File: src/rtl/ser_pkg.sv
// Types and sizing helpers shared by the serial transmitter (PISO) and its matching receiver (SIPO).
package ser_pkg;

  typedef enum logic {
    IDLE  = 1'b0,
    SHIFT = 1'b1
  } ser_state_t;

  // Counter width of at least one bit, even when n needs no bits at all.
  function automatic int cnt_width(input int n);
    return (n > 2) ? $clog2(n) : 1;
  endfunction

endpackage

File: src/rtl/bit_tick_gen.sv
// Bit-period pacing: one-cycle bit_end strobe on the last clk of every CLKS_PER_BIT-cycle bit.
module bit_tick_gen
  import ser_pkg::*;
#(
  parameter int CLKS_PER_BIT = 1
) (
  input  logic clk,
  input  logic reset,
  input  logic clear,
  input  logic en,
  output logic bit_end
);

  localparam int CW = cnt_width(CLKS_PER_BIT);
  localparam logic [CW-1:0] TC_RELOAD = CW'(CLKS_PER_BIT - 1);

  logic [CW-1:0] cnt_q;
  logic [CW-1:0] cnt_d;

  // Down-counter; terminal count is zero. With CLKS_PER_BIT=1 it sits at zero permanently.
  assign bit_end = en & (cnt_q == '0);

  always_comb begin
    cnt_d = cnt_q;
    if (clear) begin
      cnt_d = TC_RELOAD;
    end else if (en) begin
      cnt_d = (cnt_q == '0) ? TC_RELOAD : cnt_q - CW'(1);
    end
  end

  always_ff @(posedge clk or negedge reset) begin
    if (!reset) begin
      cnt_q <= TC_RELOAD;
    end else begin
      cnt_q <= cnt_d;
    end
  end

endmodule

File: src/rtl/piso_serializer.sv
// Parallel-in/serial-out transmitter with valid/ready load and zero-gap back-to-back frames.
//   state | meaning
//   IDLE  | waiting for a word; load_ready=1, line quiet
//   SHIFT | frame in flight; ser_out = head of shift register
module piso_serializer
  import ser_pkg::*;
#(
  parameter int WIDTH        = 8,
  parameter int CLKS_PER_BIT = 1,
  parameter bit MSB_FIRST    = 1'b1
) (
  input  logic             clk,
  input  logic             reset,
  input  logic             load_valid,
  output logic             load_ready,
  input  logic [WIDTH-1:0] load_data,
  output logic             ser_out,
  output logic             ser_valid,
  output logic             done
);

  localparam int BW = cnt_width(WIDTH);
  localparam logic [BW-1:0] LAST_BIT = BW'(WIDTH - 1);

  ser_state_t       state_q;
  ser_state_t       state_d;
  logic [WIDTH-1:0] shreg_q;
  logic [WIDTH-1:0] shreg_d;
  logic [BW-1:0]    bit_cnt_q;
  logic [BW-1:0]    bit_cnt_d;

  logic shifting;
  logic bit_end;
  logic accept;
  logic head;

  assign shifting = (state_q == SHIFT);
  assign head     = MSB_FIRST ? shreg_q[WIDTH-1] : shreg_q[0];

  // Outputs decode state and counters only, so load_valid never reaches the serial side.
  assign done       = shifting & bit_end & (bit_cnt_q == LAST_BIT);
  assign load_ready = ~shifting | done;
  assign ser_valid  = shifting;
  assign ser_out    = shifting & head;
  assign accept     = load_valid & load_ready;

  bit_tick_gen #(
    .CLKS_PER_BIT(CLKS_PER_BIT)
  ) u_tick (
    .clk    (clk),
    .reset  (reset),
    .clear  (accept),
    .en     (shifting),
    .bit_end(bit_end)
  );

  always_comb begin
    state_d   = state_q;
    shreg_d   = shreg_q;
    bit_cnt_d = bit_cnt_q;
    if (accept) begin
      state_d   = SHIFT;
      shreg_d   = load_data;
      bit_cnt_d = '0;
    end else if (done) begin
      state_d = IDLE;
    end else if (shifting && bit_end) begin
      shreg_d   = MSB_FIRST ? (shreg_q << 1) : (shreg_q >> 1);
      bit_cnt_d = bit_cnt_q + BW'(1);
    end
  end

  always_ff @(posedge clk or negedge reset) begin
    if (!reset) begin
      state_q   <= IDLE;
      shreg_q   <= '0;
      bit_cnt_q <= '0;
    end else begin
      state_q   <= state_d;
      shreg_q   <= shreg_d;
      bit_cnt_q <= bit_cnt_d;
    end
  end

endmodule

File: config.mk
export PLATFORM = sky130hd
export DESIGN_NAME = piso_serializer
export DESIGN_NICKNAME = d
export VERILOG_FILES = /design/src/rtl/ser_pkg.sv /design/src/rtl/bit_tick_gen.sv /design/src/rtl/piso_serializer.sv
export SDC_FILE = /design/constraint.sdc
export NUM_CORES = 1
export LEC_CHECK = 0
export ABC_AREA = 1
export CORE_ASPECT_RATIO = 1.1
export CORE_UTILIZATION = 47
export CTS_CLUSTER_DIAMETER = 50
export DETAILED_ROUTE_END_ITERATION = 10
export PLACE_DENSITY = 0.75
export SKIP_LAST_GASP = 1
export SLEW_MARGIN = 30
export SYNTH_ARGS = -nofsm -noshare
export SYNTH_HDL_FRONTEND = slang
export SYNTH_HIERARCHICAL = 1
export SYNTH_SLANG_ARGS = --single-unit
File: constraint.sdc
create_clock -name clk -period 2.05 [get_ports clk]
set_input_delay 0.3075 -clock clk [delete_from_list [all_inputs] [get_ports clk]]
set_output_delay 0.3075 -clock clk [all_outputs]
set_load 0.03 [all_outputs]
Word-level counts from Yosys, hierarchy flattened --
Cells that the tools add are included.
Cells by class: add/sub/neg operators 2, equal/unequal tests 2, multiplexer cells 11, bitwise gates (word level) 8, reductions and logical operators 5
Operators by type and width (count):
- 2-to-1 mux 8 bit | 3
- 2-to-1 mux 3 bit | 3
- nonzero test 2 bit | 3
- bitwise AND 1 bit | 5
- 2-to-1 mux 1 bit | 5
- adder 3 x 1 -> 3 bit, second input constant | 1
- equality test 3 bit, second input constant | 1
- != test 2 x 1 -> 1 bit, second input constant | 1
- inverter 1 bit | 2
- AND reduction 2 bit | 1
- logical AND 1 bit | 1
- bitwise OR 1 bit | 1
- subtractor 1 bit, second input constant | 1
Storage, ports and cells: flip-flop bits (word level) 13, input bits 11, output and inout port bits 4, word-level logic and storage cells 32

Longest topological paths before layout --
Gate-level depths: netlist of run 1.
depth in word-level cells 8, depth in mapped cells 9, mapped depth without buffers 8

Cells and area by module --
The synthesis of run 1 kept the hierarchy.
Modules (own cells, without submodules):
- piso_serializer | instances 1, cells an instance 93, area each 675.6 um^2, seq. area each 300.3 um^2
- bit_tick_gen | instances 1, cells an instance 1, area each 7.5 um^2, seq. area each 0.0 um^2

Worst setup path after synthesis of run 1 --
Ideal clock, no wire load.
path type register -> register, start point register state_q, in the netlist ser_valid, end point register shreg_q[1], library setup time 0.117 ns, data arrival time 1.494 ns, required time 1.933 ns, slack 0.439 ns, cell stages (with the launch flop) 8, path buffers 2, period minus slack after synthesis 1.611 ns, cell sequence dfrtp_1 buf_4 nand3_2 nand2_2 nand2_4 buf_6 nand3_1 nand2_1
On the way: cells in the longest elaborated chain, start to end 7, elaborated cells on any way between the ends 11, those cells by class eq/ne (1); mux (1); bitwise (6); reduce/logical (3)
Ends and longest elaborated chain:
- from (decl) | line piso_serializer.sv:25 | ser_state_t state_q;
- from (signal assigned) | line piso_serializer.sv:79 | state_q <= state_d;
- bitwise AND 1 bit * | line bit_tick_gen.sv:21 | assign bit_end = en & (cnt_q == '0);
- net bit_end | line piso_serializer.sv:33 | logic bit_end;
- bitwise AND 1 bit * (2 in series) | line piso_serializer.sv:41 | assign done = shifting & bit_end & (bit_cnt_q == LAST_BIT);
- bitwise OR 1 bit * | line piso_serializer.sv:42 | assign load_ready = ~shifting | done;
- net load_ready | line piso_serializer.sv:15 | output logic load_ready,
- bitwise AND 1 bit * | line piso_serializer.sv:45 | assign accept = load_valid & load_ready;
- != test 2 x 1 -> 1 bit (no source line) or nonzero test 2 bit (tied branches)
- AND reduction 2 bit (no source line)
- to (signal assigned) | line piso_serializer.sv:80 | shreg_q <= shreg_d;
- to (decl) | line piso_serializer.sv:27 | logic [WIDTH-1:0] shreg_q;
The timed path passes the listed nets; every way through them passes the cells marked *. A chain may end at the register's enable or synchronous reset.

Worst setup path after layout of run 1 --
start point register bit_cnt_q[0], end point output port load_ready
On the way: cells in the longest elaborated chain, start to end 3
Ends and longest elaborated chain:
- from (decl) | line piso_serializer.sv:29 | logic [BW-1:0] bit_cnt_q;
- from (signal assigned) | line piso_serializer.sv:81 | bit_cnt_q <= bit_cnt_d;
- equality test 3 bit | line piso_serializer.sv:41
- bitwise AND 1 bit | line piso_serializer.sv:41
- bitwise OR 1 bit | line piso_serializer.sv:42
- to (decl) | line piso_serializer.sv:15
Every way passes these cells.

==> results of run 1 <==
==> layer usage <==
layer | share of wire | vias to the layer above
li1 | - | 317
met1 | 0.44 | 274
met2 | 0.49 | 11
met3 | 0.031 | 4
met4 | 0.031 | 0
met5 | 0 | -
==> sequential cells by signal, summed over array words and instances (netlist names) <==
name       count
shreg_q        8
bit_cnt_q      3
ser_valid      1
==> cell usage after synthesis <==
cell,count
inv_1,13
nand3_2,1
buf_4,1
nand2_1,41
buf_6,1
nand3_1,16
nand2_4,1
xor2_1,1
ha_1,2
nor2_2,1
buf_2,2
nand2_2,1
dfrtp_1,12
nor2_1,1
==> worst max-delay path, cell delays in order (launching register included) <==
cell and delay, ns:
dfrtp_1 0.40, ha_1 0.20, ha_1 0.22, nand3_2 0.10
nand2_2 0.06, dlygate4sd2_1 0.36
==> power by group through the flow <==
| stage | clock (mW) | combinational, mW | sequential (mW) |
|---|---|---|---|
| floorplan | 0 | 0.584 | 0.436 |
| global placement | 0 | 0.765 | 0.428 |
| detailed placement | 0 | 0.785 | 0.436 |
| CTS | 0.197 | 0.778 | 0.431 |
| global route | 0.204 | 0.872 | 0.450 |
| finish | 0.193 | 0.767 | 0.429 |
==> what timing repair did <==
action	in CTS	in global routing
endpoints found under the hold margin	0	0
endpoints found under the setup margin	2	0
gates resized for setup	2	0
==> kinds of logic after synthesis <==
family / after synthesis / share of synthesized area
XOR/XNOR: 1 / 0.0128
flip-flops: 12 / 0.440
buffers and inverters: 17 / 0.114
adder cells (fa/ha/maj): 2 / 0.0366
AND/OR/NAND/NOR: 62 / 0.397
==> worst min path at each step <==
stage               startpoint            to  slack, ns  cells after the start
CTS                      reset    shreg_q[7]       0.40                      1
floorplan                reset  bit_cnt_q[0]       0.01                      0
global route             reset    shreg_q[7]       0.43                      1
detailed placement  shreg_q[0]    shreg_q[0]       0.49                      2
global placement    shreg_q[0]    shreg_q[0]       0.49                      2
finish                   reset  bit_cnt_q[2]       0.38                      1
==> layout make-up <==
| class | instances | share of cell area |
|---|---|---|
| Multi-Input combinational cell | 65 | 0.357 |
| Sequential cell | 12 | 0.351 |
| Timing Repair Buffer | 15 | 0.170 |
| Inverter | 13 | 0.0570 |
| Clock buffer | 4 | 0.0424 |
| Tap cell | 16 | 0.0234 |
==> cell usage in the layout (no fill, tap or decap) <==
master           count
buf_4                1
clkbuf_4             3
clkbuf_8             1
clkdlybuf4s50_1     12
dfrtp_1             12
dlygate4sd2_1        2
ha_1                 2
inv_1               13
nand2_1             41
nand2_2              1
nand2_4              1
nand3_1             16
nand3_2              1
nor2_1               1
nor2_2               1
xor2_1               1
==> impl_metrics.json, run 1 <==
{
  "rows": 14,
  "first_global_vias": 525,
  "layout_setup_ws_ns": 0.120,
  "p_clk_frac": 0.139,
  "die_h_um": 42.0,
  "timing.rr.start": "bit_cnt_q[0]",
  "vias": 606,
  "clock.fmax_mhz": 518,
  "wl_um": 1310,
  "cp-endpoint": "load_ready",
  "antenna_found_initial": 0,
  "grt_use_met2": 0.329,
  "ant_nets": 0,
  "io_pins": 15,
  "grt_busiest_layer": "met2",
  "cts.sinks": 12,
  "port_buffers": 14,
  "clk_pin_slew_ns": 0.08,
  "power_frac_seq": 0.309,
  "worstMarginPinSlew_ns": 0.550,
  "yosysWarnings": 6,
  "rsz0062_at_grt": "false",
  "place_ws_ns": 0.153,
  "reg2reg_slack_ns": 0.40,
  "grt_pass1_wl_um": 2240,
  "cp-start-kind": "register",
  "area_growth_pct": 25.3,
  "hp-class": "input port to asynchronous set/reset pin",
  "critPathMaxFanout": 3,
  "drive_gt1_frac": 0.0826,
  "grtUsageMet1": 0.243,
  "clockBufferDepth": 2,
  "core_um2": 1370,
  "finalHoldViolCount": 0,
  "setup_viol": 0,
  "fin_tns_setup_ns": 0,
  "worstSetupPathType": "register to primary output",
  "fin_nets": 123,
  "critPathRequiredTime_ns": 1.74,
  "ys_ff_latch": 12,
  "vias_per_cell": 4.85,
  "drv_cap": 0,
  "cts-root-buf": "clkbuf_4",
  "numCtsBuffers": 3,
  "min_period_ns": 1.93,
  "clk_latency_ns": 0.28,
  "synth_top_cell_area_share": 0.440,
  "diodes": 0,
  "final_util": 0.626,
  "synth_nets": 107,
  "avgSynthCellArea_um2": 7.27,
  "placed_cells": 121,
  "synth_area_leaders": "dfrtp_1 44%, nand2_1 23%, nand3_1 12%, inv_1 7.1%, ha_1 3.7%",
  "p_comb_frac": 0.552,
  "die_area_um2": 1610,
  "fp.dieW_um": 38.4,
  "worstPathArrival_ns": 1.62,
  "finalMaxSlewViolations": 0,
  "post_cts_buffers": 0,
  "grt_start_max_net_pins": 20,
  "p_total_mw": 1.39,
  "p_int_mw": 0.740,
  "fill_cells": 131,
  "grt_overflow_total": 0,
  "p_sw_mw": 0.649,
  "drt-initial-drc-count": 12,
  "ir_drop_mv": 0.749,
  "p_sw_frac": 0.467,
  "placed_area_um2": 822,
  "track_usage": 0.206,
  "status": "finished clean",
  "seq_area_um2": 300,
  "powerDensity_nw_per_um2": 1620,
  "cts_hold_buffers": 0,
  "whs_ns": 0.376,
  "cp-end-kind": "primary output",
  "synth-seq-area-share": 0.440,
  "initial_utilization": 0.500,
  "route.detailed.drc": 0,
  "min_period_over_period": 0.942,
  "use_met3": 0.0479,
  "p_leak_nw": 0.518,
  "dp_hpwl_um": 924,
  "slew_headroom": 0.632,
  "reg2regPathDepth": 6,
  "r2r_end": "bit_cnt_q[0]",
  "ys_types": 14,
  "wire_per_inst_um": 10.5,
  "gp_congestion": 0.717,
  "synth_area_um2": 683,
  "yosys.area.top_type": "dfrtp_1",
  "firstDrtPassIters": 4,
  "htreeDepth": 1,
  "multiInputGateArea_um2": 305,
  "stdcell_area_um2": 856,
  "cts_tree": "yes",
  "synth_cells": 94,
  "finClkSkew_ns": 0.00664,
  "layout.cells.non_filler": 125,
  "setup.worst_path.start": "bit_cnt_q[0]"
}
Note: power is estimated with default switching activity, not from simulation.
==> run 2, diff against run 1 <==
ABC_CLOCK_PERIOD_IN_PS = 2050   (was default)
CORE_UTILIZATION = 30   (was 47)
PLACE_DENSITY = default   (was 0.75)
==> impl_metrics.json, run 2 (synthesis gave the netlist of run 1 again) <==
{
  "status": "finished clean",
  "fill_cells": 248,
  "hp-class": "input port to asynchronous set/reset pin",
  "die_h_um": 52.1,
  "rows": 17,
  "worstMarginPinSlew_ns": 0.534,
  "slowest_stage": "dfrtp_1",
  "grt_use_met2": 0.215,
  "layout_setup_ws_ns": 0.140,
  "stdcell_area_um2": 871,
  "fin_tns_setup_ns": 0,
  "setup.worst_path.start": "bit_cnt_q[0]",
  "gp_congestion": 0.691,
  "cts_tree": "yes",
  "wl_um": 1300,
  "drv_cap": 0,
  "vias_per_cell": 4.36,
  "finalMaxSlewViolations": 0,
  "critPathMaxFanout": 3,
  "vias": 597,
  "wire_per_inst_um": 9.49,
  "first_global_vias": 590,
  "layout.cells.non_filler": 137,
  "io_pins": 15,
  "grt_start_max_net_pins": 20,
  "firstDrtPassIters": 4,
  "clock.fmax_mhz": 524,
  "cts.sinks": 12,
  "final_util": 0.418,
  "worstPathArrival_ns": 1.60,
  "placed_cells": 133,
  "cp_cell_sequence": "ha_1 -> ha_1 -> nand3_2 -> nand2_2 -> dlygate4sd2_1",
  "port_buffers": 14,
  "p_total_mw": 1.38,
  "final_cell_mix": "41 x nand2_1, 16 x nand3_1, 13 x inv_1, 12 x dfrtp_1, 12 x clkdlybuf4s50_1",
  "initial_utilization": 0.328,
  "regMostFlops": "shreg_q",
  "antenna_found_initial": 0,
  "path_buf_inv": 1,
  "finClkSkew_ns": 0.00372,
  "drive_gt1_frac": 0.0826,
  "critPathRequiredTime_ns": 1.74,
  "numCtsBuffers": 3,
  "cp-endpoint": "load_ready",
  "cts-root-buf": "clkbuf_4",
  "area_growth_pct": 27.5,
  "powerDensity_nw_per_um2": 1590,
  "grt_pass1_wl_um": 2390,
  "cts_hold_buffers": 0,
  "grtUsageMet1": 0.167,
  "cp-end-kind": "primary output",
  "grt_busiest_layer": "met2",
  "layout_commonest_cell": "nand2_1",
  "drt-initial-drc-count": 4,
  "ir_drop_mv": 0.580,
  "ant_nets": 0,
  "place_ws_ns": 0.169,
  "min_period_ns": 1.91,
  "core_um2": 2080,
  "p_leak_nw": 0.518,
  "rsz0062_at_grt": "false",
  "crit_top_cell": "ha_1",
  "largest_reg_flops": 8,
  "worstSetupPathType": "register to primary output",
  "post_cts_buffers": 0,
  "max_stage_delay_ns": 0.40,
  "track_usage": 0.138,
  "timing.rr.start": "bit_cnt_q[0]",
  "reg2regPathDepth": 6,
  "placed_area_um2": 837,
  "grt_overflow_total": 0,
  "die_area_um2": 2470,
  "reg2reg_slack_ns": 0.40,
  "r2r_end": "bit_cnt_q[0]",
  "setup_viol": 0,
  "dp_hpwl_um": 919,
  "use_met3": 0.0313,
  "finalHoldViolCount": 0,
  "clockBufferDepth": 2,
  "slew_headroom": 0.643,
  "fp.dieW_um": 47.5,
  "whs_ns": 0.380,
  "clk_pin_slew_ns": 0.08,
  "htreeDepth": 1,
  "route.detailed.drc": 0,
  "path_depth": 5,
  "min_period_over_period": 0.932,
  "clk_latency_ns": 0.27,
  "diodes": 0,
  "fin_nets": 123,
  "cp-start-kind": "register",
  "crit_family": "adder cells"
}
==> run 2: cell counts in the layout (fill, tap and decap cells not counted) <==
Identical to the previous run, type by type.
==> run 2: timing repair <==
action                                  4_1_cts  5_1_grt
endpoints found under the setup margin        2        0
endpoints found under the hold margin         0        0
gates resized for setup                       2        0
==> run 2: final cells by class <==
cell class,instances,area [um2],share of cell area
Clock buffer,4,36.3,0.0417
Inverter,13,48.8,0.0560
Multi-Input combinational cell,65,305,0.351
Sequential cell,12,300,0.345
Tap cell,28,35.0,0.0402
Timing Repair Buffer,15,145,0.167
==> run 2: how the worst min path moves through the flow <==
stage               startpoint      endpoint  slack [ns]  cells after the start
floorplan                reset  bit_cnt_q[0]        0.01                      0
global placement    shreg_q[0]    shreg_q[0]        0.49                      2
detailed placement  shreg_q[2]    shreg_q[2]        0.49                      2
CTS                      reset    shreg_q[7]        0.39                      1
global route             reset    shreg_q[7]        0.42                      1
finish                   reset    shreg_q[7]        0.38                      1
==> run 2: power breakdown <==
part / internal (mW) / total, mW / switching, mW
clock network: 0.108 / 0.188 / 0.0796
registers: 0.354 / 0.428 / 0.0741
logic: 0.279 / 0.766 / 0.487
total: 0.741 / 1.38 / 0.641
==> run 2: routing by layer <==
layer,part of all wire,up-vias
li1,-,318
met1,0.47,267
met2,0.48,10
met3,0.031,2
met4,0.013,0
met5,0,-
==> run 2: worst reg2reg max path: stages (launching register included) <==
cell     delay [ns]
dfrtp_1        0.40
ha_1           0.20
ha_1           0.22
inv_1          0.06
nand3_1        0.33
xor2_1         0.27
nor2_1         0.11
